===== src/rtl/colorclk_ctrl_if.sv =====
// Colour-clock sequencer bus: config requests and frame sync in, DDS control and status out.
// Optional macro: COLORCLK_TRIM_EN adds the signed 8-bit trim request.
//   master : the sequencer (colorclk_ctrl)
//   slave  : config bank / video wrapper / DDS side
// Signals:
//   mode_req  requested standard (0=PAL, 1=NTSC), async to clk
//   en_req    requested carrier enable, async to clk
//   vsync     frame sync in clk domain, rising edge = safe switch point
//   trim      signed increment trim, async (COLORCLK_TRIM_EN only)
//   dds_inc   29-bit increment word to the DDS accumulator
//   dds_en    DDS output enable
//   dds_clr   one-cycle accumulator clear pulse
//   mode_cur  standard currently applied
//   busy      change pending or in progress
//   ready     carrier applied, enabled and settled
interface colorclk_ctrl_if;
   localparam int unsigned INC_W = 29;

   logic             mode_req;
   logic             en_req;
   logic             vsync;
`ifdef COLORCLK_TRIM_EN
   logic [7:0]       trim;
`endif
   logic [INC_W-1:0] dds_inc;
   logic             dds_en;
   logic             dds_clr;
   logic             mode_cur;
   logic             busy;
   logic             ready;

   modport master (
`ifdef COLORCLK_TRIM_EN
      input  trim,
`endif
      input  mode_req, en_req, vsync,
      output dds_inc, dds_en, dds_clr, mode_cur, busy, ready
   );

   modport slave (
`ifdef COLORCLK_TRIM_EN
      output trim,
`endif
      output mode_req, en_req, vsync,
      input  dds_inc, dds_en, dds_clr, mode_cur, busy, ready
   );
endinterface


===== src/rtl/colorclk_ctrl.sv =====
// Colour-subcarrier DDS sequencer. Applies PAL/NTSC and enable changes only at a
// frame boundary (or after a vsync timeout), muting the carrier across the switch.
// Optional macro: COLORCLK_TRIM_EN adds a signed trim added to the increment word.
// Ports:
//   clk    DDS clock
//   rst_n  asynchronous active-low reset
//   bus    colorclk_ctrl_if.master (requests, vsync, DDS control, status)
module colorclk_ctrl #(
   parameter logic [28:0] INC_PAL       = 29'd95211238,
   parameter logic [28:0] INC_NTSC      = 29'd76870144,
   parameter int unsigned MUTE_CYCLES   = 16,
   parameter int unsigned SETTLE_CYCLES = 1024,
   parameter int unsigned WAIT_TIMEOUT  = 1048575
) (
   input  logic            clk,
   input  logic            rst_n,
   colorclk_ctrl_if.master bus
);
   localparam int unsigned INC_W   = 29;
   localparam int unsigned CNT_MAX = (MUTE_CYCLES > SETTLE_CYCLES) ? MUTE_CYCLES : SETTLE_CYCLES;
   localparam int unsigned CNT_W   = (CNT_MAX > 1) ? $clog2(CNT_MAX) : 1;
   localparam int unsigned TMO_W   = (WAIT_TIMEOUT > 1) ? $clog2(WAIT_TIMEOUT + 1) : 1;

   typedef enum logic [2:0] {S_RUN, S_WAIT_VS, S_MUTE, S_LOAD, S_SETTLE} state_e;

   state_e           state_q, state_d;
   logic             mode_s1_q, mode_s_q, en_s1_q, en_s_q;
   logic             vs_q, vs_rise_q;
   logic [CNT_W-1:0] cnt_q, cnt_d;
   logic [TMO_W-1:0] tmo_q, tmo_d;
   logic [INC_W-1:0] dds_inc_q, dds_inc_d;
   logic             dds_en_q, dds_en_d;
   logic             dds_clr_q, dds_clr_d;
   logic             mode_cur_q, mode_cur_d;
   logic             en_cur_q, en_cur_d;
   logic             busy_q, busy_d;
   logic             ready_q, ready_d;
   logic             trim_pend_c;
   logic [INC_W-1:0] trim_ext_c;
   logic             pending_c;

   // Request synchronisers and registered vsync rising-edge detect
   always_ff @(posedge clk or negedge rst_n) begin
      if (!rst_n) begin
         mode_s1_q <= 1'b0;
         mode_s_q  <= 1'b0;
         en_s1_q   <= 1'b0;
         en_s_q    <= 1'b0;
         vs_q      <= 1'b0;
         vs_rise_q <= 1'b0;
      end else begin
         mode_s1_q <= bus.mode_req;
         mode_s_q  <= mode_s1_q;
         en_s1_q   <= bus.en_req;
         en_s_q    <= en_s1_q;
         vs_q      <= bus.vsync;
         vs_rise_q <= bus.vsync & ~vs_q;
      end
   end

`ifdef COLORCLK_TRIM_EN
   logic [7:0] trim_s1_q, trim_s_q, trim_cur_q;

   // Trim synchroniser; applied value captured in LOAD alongside mode/enable
   always_ff @(posedge clk or negedge rst_n) begin
      if (!rst_n) begin
         trim_s1_q  <= 8'd0;
         trim_s_q   <= 8'd0;
         trim_cur_q <= 8'd0;
      end else begin
         trim_s1_q <= bus.trim;
         trim_s_q  <= trim_s1_q;
         if (state_q == S_LOAD) trim_cur_q <= trim_s_q;
      end
   end

   assign trim_pend_c = (trim_s_q != trim_cur_q);
   assign trim_ext_c  = {{(INC_W-8){trim_s_q[7]}}, trim_s_q};
`else
   assign trim_pend_c = 1'b0;
   assign trim_ext_c  = '0;
`endif

   assign pending_c = ({en_s_q, mode_s_q} != {en_cur_q, mode_cur_q}) | trim_pend_c;

   // State and output registers
   always_ff @(posedge clk or negedge rst_n) begin
      if (!rst_n) begin
         state_q    <= S_RUN;
         cnt_q      <= '0;
         tmo_q      <= '0;
         dds_inc_q  <= INC_PAL;
         dds_en_q   <= 1'b0;
         dds_clr_q  <= 1'b0;
         mode_cur_q <= 1'b0;
         en_cur_q   <= 1'b0;
         busy_q     <= 1'b0;
         ready_q    <= 1'b0;
      end else begin
         state_q    <= state_d;
         cnt_q      <= cnt_d;
         tmo_q      <= tmo_d;
         dds_inc_q  <= dds_inc_d;
         dds_en_q   <= dds_en_d;
         dds_clr_q  <= dds_clr_d;
         mode_cur_q <= mode_cur_d;
         en_cur_q   <= en_cur_d;
         busy_q     <= busy_d;
         ready_q    <= ready_d;
      end
   end

   // Next-state and next-output logic
   always_comb begin
      state_d    = state_q;
      cnt_d      = cnt_q;
      tmo_d      = tmo_q;
      dds_inc_d  = dds_inc_q;
      dds_en_d   = dds_en_q;
      dds_clr_d  = 1'b0;
      mode_cur_d = mode_cur_q;
      en_cur_d   = en_cur_q;
      busy_d     = busy_q;
      ready_d    = ready_q;

      unique case (state_q)
         S_RUN: begin
            dds_en_d = en_cur_q;
            ready_d  = en_cur_q;
            busy_d   = 1'b0;
            if (pending_c) begin
               state_d = S_WAIT_VS;
               busy_d  = 1'b1;
               tmo_d   = '0;
            end
         end
         S_WAIT_VS: begin
            if (!pending_c) begin
               // Request reverted before the switch point: nothing to do
               state_d = S_RUN;
               busy_d  = 1'b0;
            end else if (vs_rise_q || (tmo_q == TMO_W'(WAIT_TIMEOUT))) begin
               state_d  = S_MUTE;
               cnt_d    = '0;
               dds_en_d = 1'b0;
               ready_d  = 1'b0;
            end else begin
               tmo_d = tmo_q + TMO_W'(1);
            end
         end
         S_MUTE: begin
            dds_en_d = 1'b0;
            ready_d  = 1'b0;
            if (cnt_q == CNT_W'(MUTE_CYCLES - 1)) state_d = S_LOAD;
            else                                  cnt_d   = cnt_q + CNT_W'(1);
         end
         S_LOAD: begin
            // Word and clear land while the carrier is still muted
            en_cur_d   = en_s_q;
            mode_cur_d = mode_s_q;
            dds_inc_d  = (mode_s_q ? INC_NTSC : INC_PAL) + trim_ext_c;
            dds_clr_d  = 1'b1;
            dds_en_d   = 1'b0;
            ready_d    = 1'b0;
            cnt_d      = '0;
            state_d    = S_SETTLE;
         end
         S_SETTLE: begin
            dds_en_d = en_cur_q;
            ready_d  = 1'b0;
            if (cnt_q == CNT_W'(SETTLE_CYCLES - 1)) begin
               state_d = S_RUN;
               ready_d = en_cur_q;
               busy_d  = 1'b0;
            end else begin
               cnt_d = cnt_q + CNT_W'(1);
            end
         end
         default: state_d = S_RUN;
      endcase
   end

   assign bus.dds_inc  = dds_inc_q;
   assign bus.dds_en   = dds_en_q;
   assign bus.dds_clr  = dds_clr_q;
   assign bus.mode_cur = mode_cur_q;
   assign bus.busy     = busy_q;
   assign bus.ready    = ready_q;
endmodule


===== src/flat_wrapper.sv =====
// flat-port wrapper written by rule: the top's interface ports become plain ports
module colorclk_ctrl_flat 
#(
   parameter logic [28:0] INC_PAL       = 29'd95211238,
   parameter logic [28:0] INC_NTSC      = 29'd76870144,
   parameter int unsigned MUTE_CYCLES   = 16,
   parameter int unsigned SETTLE_CYCLES = 1024,
   parameter int unsigned WAIT_TIMEOUT  = 1048575
)
  (clk, rst_n, bus_mode_req, bus_en_req, bus_vsync, bus_dds_inc, bus_dds_en, bus_dds_clr, bus_mode_cur, bus_busy, bus_ready);
  colorclk_ctrl_if bus_i ();
  input  logic clk;
  input  logic rst_n;
  input wire logic [$bits(bus_i.mode_req)-1:0] bus_mode_req;
  input wire logic [$bits(bus_i.en_req)-1:0] bus_en_req;
  input wire logic [$bits(bus_i.vsync)-1:0] bus_vsync;
  output wire logic [$bits(bus_i.dds_inc)-1:0] bus_dds_inc;
  output wire logic [$bits(bus_i.dds_en)-1:0] bus_dds_en;
  output wire logic [$bits(bus_i.dds_clr)-1:0] bus_dds_clr;
  output wire logic [$bits(bus_i.mode_cur)-1:0] bus_mode_cur;
  output wire logic [$bits(bus_i.busy)-1:0] bus_busy;
  output wire logic [$bits(bus_i.ready)-1:0] bus_ready;
  assign bus_i.mode_req = bus_mode_req;
  assign bus_i.en_req = bus_en_req;
  assign bus_i.vsync = bus_vsync;
  assign bus_dds_inc = bus_i.dds_inc;
  assign bus_dds_en = bus_i.dds_en;
  assign bus_dds_clr = bus_i.dds_clr;
  assign bus_mode_cur = bus_i.mode_cur;
  assign bus_busy = bus_i.busy;
  assign bus_ready = bus_i.ready;
  colorclk_ctrl #(.INC_PAL(INC_PAL), .INC_NTSC(INC_NTSC), .MUTE_CYCLES(MUTE_CYCLES), .SETTLE_CYCLES(SETTLE_CYCLES), .WAIT_TIMEOUT(WAIT_TIMEOUT)) u_core (.clk(clk), .rst_n(rst_n), .bus(bus_i));
endmodule

===== config.mk =====
export PLATFORM = sky130hd
export DESIGN_NAME = colorclk_ctrl_flat
export DESIGN_NICKNAME = d
export VERILOG_FILES = /design/src/rtl/colorclk_ctrl_if.sv /design/src/rtl/colorclk_ctrl.sv /design/src/flat_wrapper.sv
export SDC_FILE = /design/constraint.sdc
export NUM_CORES = 1
export LEC_CHECK = 0
export ABC_CLOCK_PERIOD_IN_PS = 2300
export CELL_PAD_IN_SITES_DETAIL_PLACEMENT = 1
export CELL_PAD_IN_SITES_GLOBAL_PLACEMENT = 1
export CORE_MARGIN = 4
export CORE_UTILIZATION = 41
export CTS_BUF_LIST = sky130_fd_sc_hd__clkbuf_8 sky130_fd_sc_hd__clkbuf_16
export DETAILED_ROUTE_END_ITERATION = 6
export GPL_ROUTABILITY_DRIVEN = 0
export PLACE_DENSITY_LB_ADDON = 0.1
export SYNTH_ARGS = -nofsm -noshare
export SYNTH_HDL_FRONTEND = slang
export SYNTH_SLANG_ARGS = --single-unit

===== constraint.sdc =====
create_clock -name clk -period 2.3 [get_ports clk]
set_input_delay 0.575 -clock clk [delete_from_list [all_inputs] [get_ports clk]]
set_output_delay 0.575 -clock clk [all_outputs]
set_load 0.02 [all_outputs]

==> flow_summary.ini, run 1 <==
[pwr]
peakVddDrop_mv = 0.657
power_switching_w = 0.00142
leakage_nw = 1.20
comb_power_share_pct = 49.6
p_seq_share_pct = 31.8
clkPwrFrac_pct = 18.6
p_per_area_nw_per_um2 = 1150
p_int_w = 0.00191
p_total_w = 0.00333
swShare_pct = 42.5

[setup_path]
path_class = reg -> out
start_kind = flip-flop
path_buf_inv = 1
slowest_stage = clkdlybuf4s50_1
max_stage_delay_ps = 640
cp-end-kind = output pin
required_ps = 1730
crit_path_max_fanout = 11
path_delay_family = buffers and inverters
path_cells = clkdlybuf4s50_1
cp_data_arrival_time_ps = 1570

[cells_and_area]
nets = 299
drive_above_1_share_pct = 13.3
syn_to_final_growth_pct = 13.9
n_antenna_cell = 0

[die]
die_y_um = 86.9
fp.coreArea_um2 = 5990
ioPinCount = 39
die_area_um2 = 7550
die_width_um = 86.9
start_util_pct = 42.6
row_count = 28

[timing]
max-slew-margin-rel_pct = 65.8
fin_crit_ps = 2140
fin_setup_tns_ps = 0
final_max_slew_viol_count = 0
hold_viol = 0
setup_violations = 0
period_share_pct = 93.2
fmax_mhz = 467
holdWs_ps = 225
tightestPinTransition_ps = 512
finalClockSkew_ps = 7.76
rsz0062_at_grt = no

[routing]
route.detailed.drc = 0
vias_per_cell = 5.63
vias = 2070
wire_per_inst_um = 16.1
dr.pass1.iters = 4
postRouteWirelength_mm = 5.93
ant_nets = 0
drt_iter0_markers = 94

[place]
io_buffers = 22
dp.final_hpwl_mm = 4.22

[synth]
yosys-top-cells-area = dfrtp_1, buf_4, o21ai_0
synth.most_common_cell = dfrtp_1
synth.top_cell.area_share_pct = 44.2
avgSynthCellArea_um2 = 9.41
netlist_top_cells_count = dfrtp_1, buf_4, nand2_1
ys_async_sr_fraction_pct = 100
synth_top_flop_cell = dfrtp_1
yosysSeqAreaShare_pct = 45.2
yosys_register_bits = 46
synth_top_family_by_area = compound AO/OA/AOI/OAI gates
synth-adder-area-share_pct = 0.981
netlist_area_um2 = 2550
synth_compound_area_share_pct = 20.5
synth.distinct_cells = 49
muxShareOfSynthArea_pct = 1.67
yosysTopAreaCell = dfrtp_1
yosys.area_share.simple_pct = 18.8
yosysWarnings = 0
synth-edff-count = 0
synth_xor_area_share_pct = 1.37
synthCells = 271

[min_path]
hold_class = in -> async

[clock_network]
cts_buffers = 5
clk_path_buf_depth = 2
cts_tree = done
numClockSinks = 46
htree_levels = 2
clockRootBuffer = clkbuf_8
insertion_delay_ps = 310
path_clk_slew_ps = 90

[flow_run]
cap_violations = 0

[global_route]
grt_pass1_wl_mm = 10.1
grt_overflow = 0
grt.total_usage_pct = 16.8
grt_max_degree = 27
grt_pass1_vias = 2048
antenna_found_initial = 0

[status]
status = completed
state kept, by name, indices dropped and copies added, names as in the netlist:
| name | flops |
|---|---|
| u_core.bus.busy | 1 |
| u_core.bus.dds_clr | 1 |
| u_core.bus.dds_en | 1 |
| u_core.bus.dds_inc | 2 |
| u_core.bus.ready | 1 |
| u_core.cnt_q | 10 |
| u_core.en_cur_q | 1 |
| u_core.en_s1_q | 1 |
| u_core.en_s_q | 1 |
| u_core.mode_s1_q | 1 |
| u_core.mode_s_q | 1 |
| u_core.state_q | 3 |
| u_core.tmo_q | 20 |
| u_core.vs_q | 1 |
| u_core.vs_rise_q | 1 |
worst paths after layout:
path / slack [ps] / end / cells after the start / start
setup / recovery: 160 / bus_dds_inc[7] / 1 / u_core.bus.dds_inc[21]
hold / removal: 220 / u_core.tmo_q[18] / 1 / rst_n
setup reg to reg: 200 / u_core.cnt_q[1] / 7 / u_core.cnt_q[0]
hold reg to reg: 360 / u_core.en_s_q / 0 / u_core.en_s1_q
max in group asynchronous: 1550 / u_core.tmo_q[8] / 2 / rst_n
min in group clk: 360 / u_core.en_s_q / 0 / u_core.en_s1_q
per-layer routing:
layer	share of wire [%]	wire [um]	GRT usage, %
met5	0	0	0
met4	1.1	66	5.10
met3	4.1	246	3.12
met2	47	2800	27.3
met1	48	2820	22.8
cell families (layout without fill, tap and decap cells):
group | Yosys count | after routing
AOI/OAI and AO/OA | 76 | 76
and+or+nand+nor | 90 | 90
muxes | 4 | 4
xor gates and xnor gates | 4 | 4
DFF | 46 | 46
other | 2 | 16
buffers and inverters | 47 | 55
adders and majority gates | 2 | 2
power groups by stage:
stage               combinational (W)  sequential (W)  clock [W]
finish                        0.00165         0.00106   0.000619
global route                  0.00182         0.00108   0.000682
CTS                           0.00166         0.00106   0.000646
detailed placement            0.00165         0.00108          0
global placement              0.00163         0.00106          0
floorplan                     0.00111         0.00111          0
repair_timing:
action | CTS | global route
buffers inserted | 0 | 0
hold buffers | 0 | 0
setup endpoints to repair | 0 | 1
resized for setup | 0 | 1
per-stage QoR:
stage | instance area [um^2] | std cells | setup slack, ps | util, %
2_1_floorplan | 2600 | 285 | 324 | -
3_3_place_gp | 2790 | 360 | 212 | 46.5
3_5_place_dp | 2790 | 360 | 124 | 46.5
4_1_cts | 2900 | 368 | 83.0 | 48.4
5_1_grt | 2900 | 368 | 10.4 | 48.5
6_report | 2900 | 368 | 157 | 48.5
final cells by class:
type | count | area (um^2)
inverter | 11 | 41.3
clock buffer | 5 | 68.8
sequential | 46 | 1150
timing repair buffer | 36 | 333
multi-input combinational | 192 | 1170
tap | 75 | 93.8
clock inverter | 3 | 45.0
fill | 713 | 3090
cell usage in the layout (no fill, tap or decap), types with 3 or more instances in the layout:
cell / synthesis / layout
nand3_1: 15 / 15
inv_1: 11 / 11
conb_1: 2 / 16
nand4_1: 5 / 5
clkdlybuf4s50_1: 0 / 21
nor4_1: 3 / 3
o31ai_1: 8 / 8
buf_4: 28 / 13
nor2_1: 15 / 15
nor3_1: 3 / 3
a31o_2: 3 / 3
or3_1: 5 / 4
nand2_1: 24 / 24
o21ai_0: 20 / 20
and3_1: 5 / 5
clkbuf_8: 0 / 5
a31oi_1: 11 / 11
o41ai_1: 6 / 6
a21oi_1: 15 / 15
dfrtp_1: 45 / 45
No activity file was read; power rests on OpenSTA's default activity.
==> run 2: changes to the inputs <==
--- a/config.mk
+++ b/config.mk
@@ -5,7 +5,7 @@
 export SDC_FILE = /design/constraint.sdc
 export NUM_CORES = 1
 export LEC_CHECK = 0
-export ABC_CLOCK_PERIOD_IN_PS = 2300
+export ABC_CLOCK_PERIOD_IN_PS = 2100
 export CELL_PAD_IN_SITES_DETAIL_PLACEMENT = 1
 export CELL_PAD_IN_SITES_GLOBAL_PLACEMENT = 1
 export CORE_MARGIN = 4
@@ -13,6 +13,7 @@
 export CTS_BUF_LIST = sky130_fd_sc_hd__clkbuf_8 sky130_fd_sc_hd__clkbuf_16
 export DETAILED_ROUTE_END_ITERATION = 6
 export GPL_ROUTABILITY_DRIVEN = 0
+export HOLD_SLACK_MARGIN = 0.05
 export PLACE_DENSITY_LB_ADDON = 0.1
 export SYNTH_ARGS = -nofsm -noshare
 export SYNTH_HDL_FRONTEND = slang
==> constraint.sdc (replaced) <==
create_clock -name clk -period 2.1 [get_ports clk]
set_input_delay 0.525 -clock clk [delete_from_list [all_inputs] [get_ports clk]]
set_output_delay 0.525 -clock clk [all_outputs]
set_load 0.02 [all_outputs]
==> run 2 against run 1 <==
- global-route usage shrank 0.16 points
- cell area grew 4.4%
- total power grew 13%
- via count shrank 2.1%
- final cell count grew 2.4%
- combinational power grew 16%
- clock power grew 10%
- die area is the same
- clock-buffer cell count grew 1
- sequential power grew 11%
- non-clock buffer count grew 9
==> flow_summary.ini, run 2 (same netlist as run 1, synthesis figures left out) <==
[die]
start_util_pct = 42.6
die_width_um = 86.9
die_y_um = 86.9
fp.coreArea_um2 = 5990
die_area_um2 = 7550
row_count = 28
ioPinCount = 39

[routing]
ant_nets = 0
postRouteWirelength_mm = 5.96
vias = 2026
vias_per_cell = 5.37
route.detailed.drc = 0
wire_per_inst_um = 15.8
drt_iter0_markers = 56
dr.pass1.iters = 4

[global_route]
antenna_found_initial = 0
grt.total_usage_pct = 16.7
grt_pass1_vias = 2095
grt_pass1_wl_mm = 10.0
grt_overflow = 0
grt_max_degree = 25

[place]
io_buffers = 22
dp_slack_ps = 66.3
dp.final_hpwl_mm = 4.43
dpl.cell_count = 368

[pwr]
p_per_area_nw_per_um2 = 1240
leakage_nw = 1.40
p_total_w = 0.00377
peakVddDrop_mv = 0.607

[clock_network]
cts_buffers = 5
cts_tree = done
insertion_delay_ps = 300
path_clk_slew_ps = 90
clk_path_buf_depth = 2
numClockSinks = 46
htree_levels = 2
clockRootBuffer = clkbuf_8

[timing]
max-slew-margin-rel_pct = 64.7
setup_violations = 0
layout_setup_ws_ps = 149
rsz0062_at_grt = no
tightestPinTransition_ps = 529
period_share_pct = 92.9
final_max_slew_viol_count = 0
fmax_mhz = 513
fin_setup_tns_ps = 0
hold_viol = 0
fin_crit_ps = 1950
finalClockSkew_ps = 10.7

[cells_and_area]
layout_common_cells = dfrtp_1, nand2_1, buf_4
nets = 308
largest_register_ffs = 20
instances_no_fill = 377
n_antenna_cell = 0
regMostFlops = u_core.tmo_q
drive_above_1_share_pct = 16.2
syn_to_final_growth_pct = 18.9
final_common_cell = dfrtp_1
largestRegisters = u_core.tmo_q: 20 flops, u_core.cnt_q: 10 flops, u_core.state_q: 3 flops

[flow_run]
cap_violations = 0

[setup_path]
cp-end-kind = flip-flop
cp_data_arrival_time_ps = 2180
path_class = reg -> reg
start_kind = flip-flop
crit_path_max_fanout = 10
required_ps = 2330

[status]
status = completed

[min_path]
hold_class = in -> async
-- run 2: changes by cell type in the layout (fill, tap and decap cells not counted), sizes merged --
cell / before / now
inv: 11 / 12
clkinvlp: 2 / 0
dlygate4sd2: 0 / 1
clkbuf: 5 / 6
clkdlybuf4s50: 21 / 11
buf: 15 / 24
dlymetal6s2s: 0 / 9
-- run 2: layer usage --
metal | track usage, % | wire length [um]
met4 | 4.67 | 67
met5 | 0 | 0
met1 | 21.7 | 2840
met3 | 2.84 | 228
met2 | 28.4 | 2820
-- run 2: what timing repair did --
action | 4_1_cts | 5_1_grt
pin swaps | 0 | 0
setup endpoints to repair | 1 | 22
hold buffers | 0 | 0
setup buffers | 0 | 1
gates resized for setup | 1 | 13
-- run 2: report_power, final --
group	total, W	leakage (nW)	internal [W]	switching [W]
combinational	0.00191	0.722	0.000817	0.00110
clock	0.000682	0.0626	0.000384	0.000298
sequential	0.00118	0.612	0.00102	0.000157
total	0.00377	1.40	0.00222	0.00155
-- run 2: cell type report --
type | count | area [um^2]
Inverter | 11 | 41.3
Multi-Input combinational cell | 192 | 1190
Timing Repair Buffer | 45 | 434
Clock inverter | 2 | 33.8
Sequential cell | 46 | 1150
Tap cell | 75 | 93.8
Clock buffer | 6 | 82.6
Fill cell | 717 | 2960
-- run 2: final timing paths --
path	depth (start not counted)	endpoint	slack [ps]	from
worst min register to register	0	u_core.en_s_q	360	u_core.en_s1_q
max in group asynchronous	2	u_core.tmo_q[5]	1390	rst_n
worst min-delay path	1	u_core.cnt_q[5]	200	rst_n
min in group clk	0	u_core.en_s_q	360	u_core.en_s1_q
worst max register to register	7	u_core.cnt_q[1]	150	u_core.cnt_q[0]
worst max-delay path	7	u_core.cnt_q[1]	150	u_core.cnt_q[0]
-- run 2: metrics by stage --
step | hold slack (ps) | cell area [um^2] | utilization (%)
5_1_grt | 227 | 3030 | 50.6
2_1_floorplan | 229 | 2600 | -
3_5_place_dp | 337 | 2860 | 47.7
3_3_place_gp | 333 | 2860 | 47.7
4_1_cts | 207 | 2970 | 49.6
6_report | 198 | 3030 | 50.6
-- run 2: critical path, cell delays in order (launching register included) --
cell and delay [ps]:
dfrtp_1 430, ha_1 250, and3_1 210, and3_1 170, o31ai_1 260, a21boi_2 260, buf_12 150, mux2i_1 170
==> run 3: changes to the inputs <==
--- a/config.mk
+++ b/config.mk
@@ -15,6 +15,7 @@
 export GPL_ROUTABILITY_DRIVEN = 0
 export HOLD_SLACK_MARGIN = 0.05
 export PLACE_DENSITY_LB_ADDON = 0.1
+export SLEW_MARGIN = 20
 export SYNTH_ARGS = -nofsm -noshare
 export SYNTH_HDL_FRONTEND = slang
 export SYNTH_SLANG_ARGS = --single-unit
==> results of run 3 <==
Final layout, timing and power as in run 2 (identical DEF).
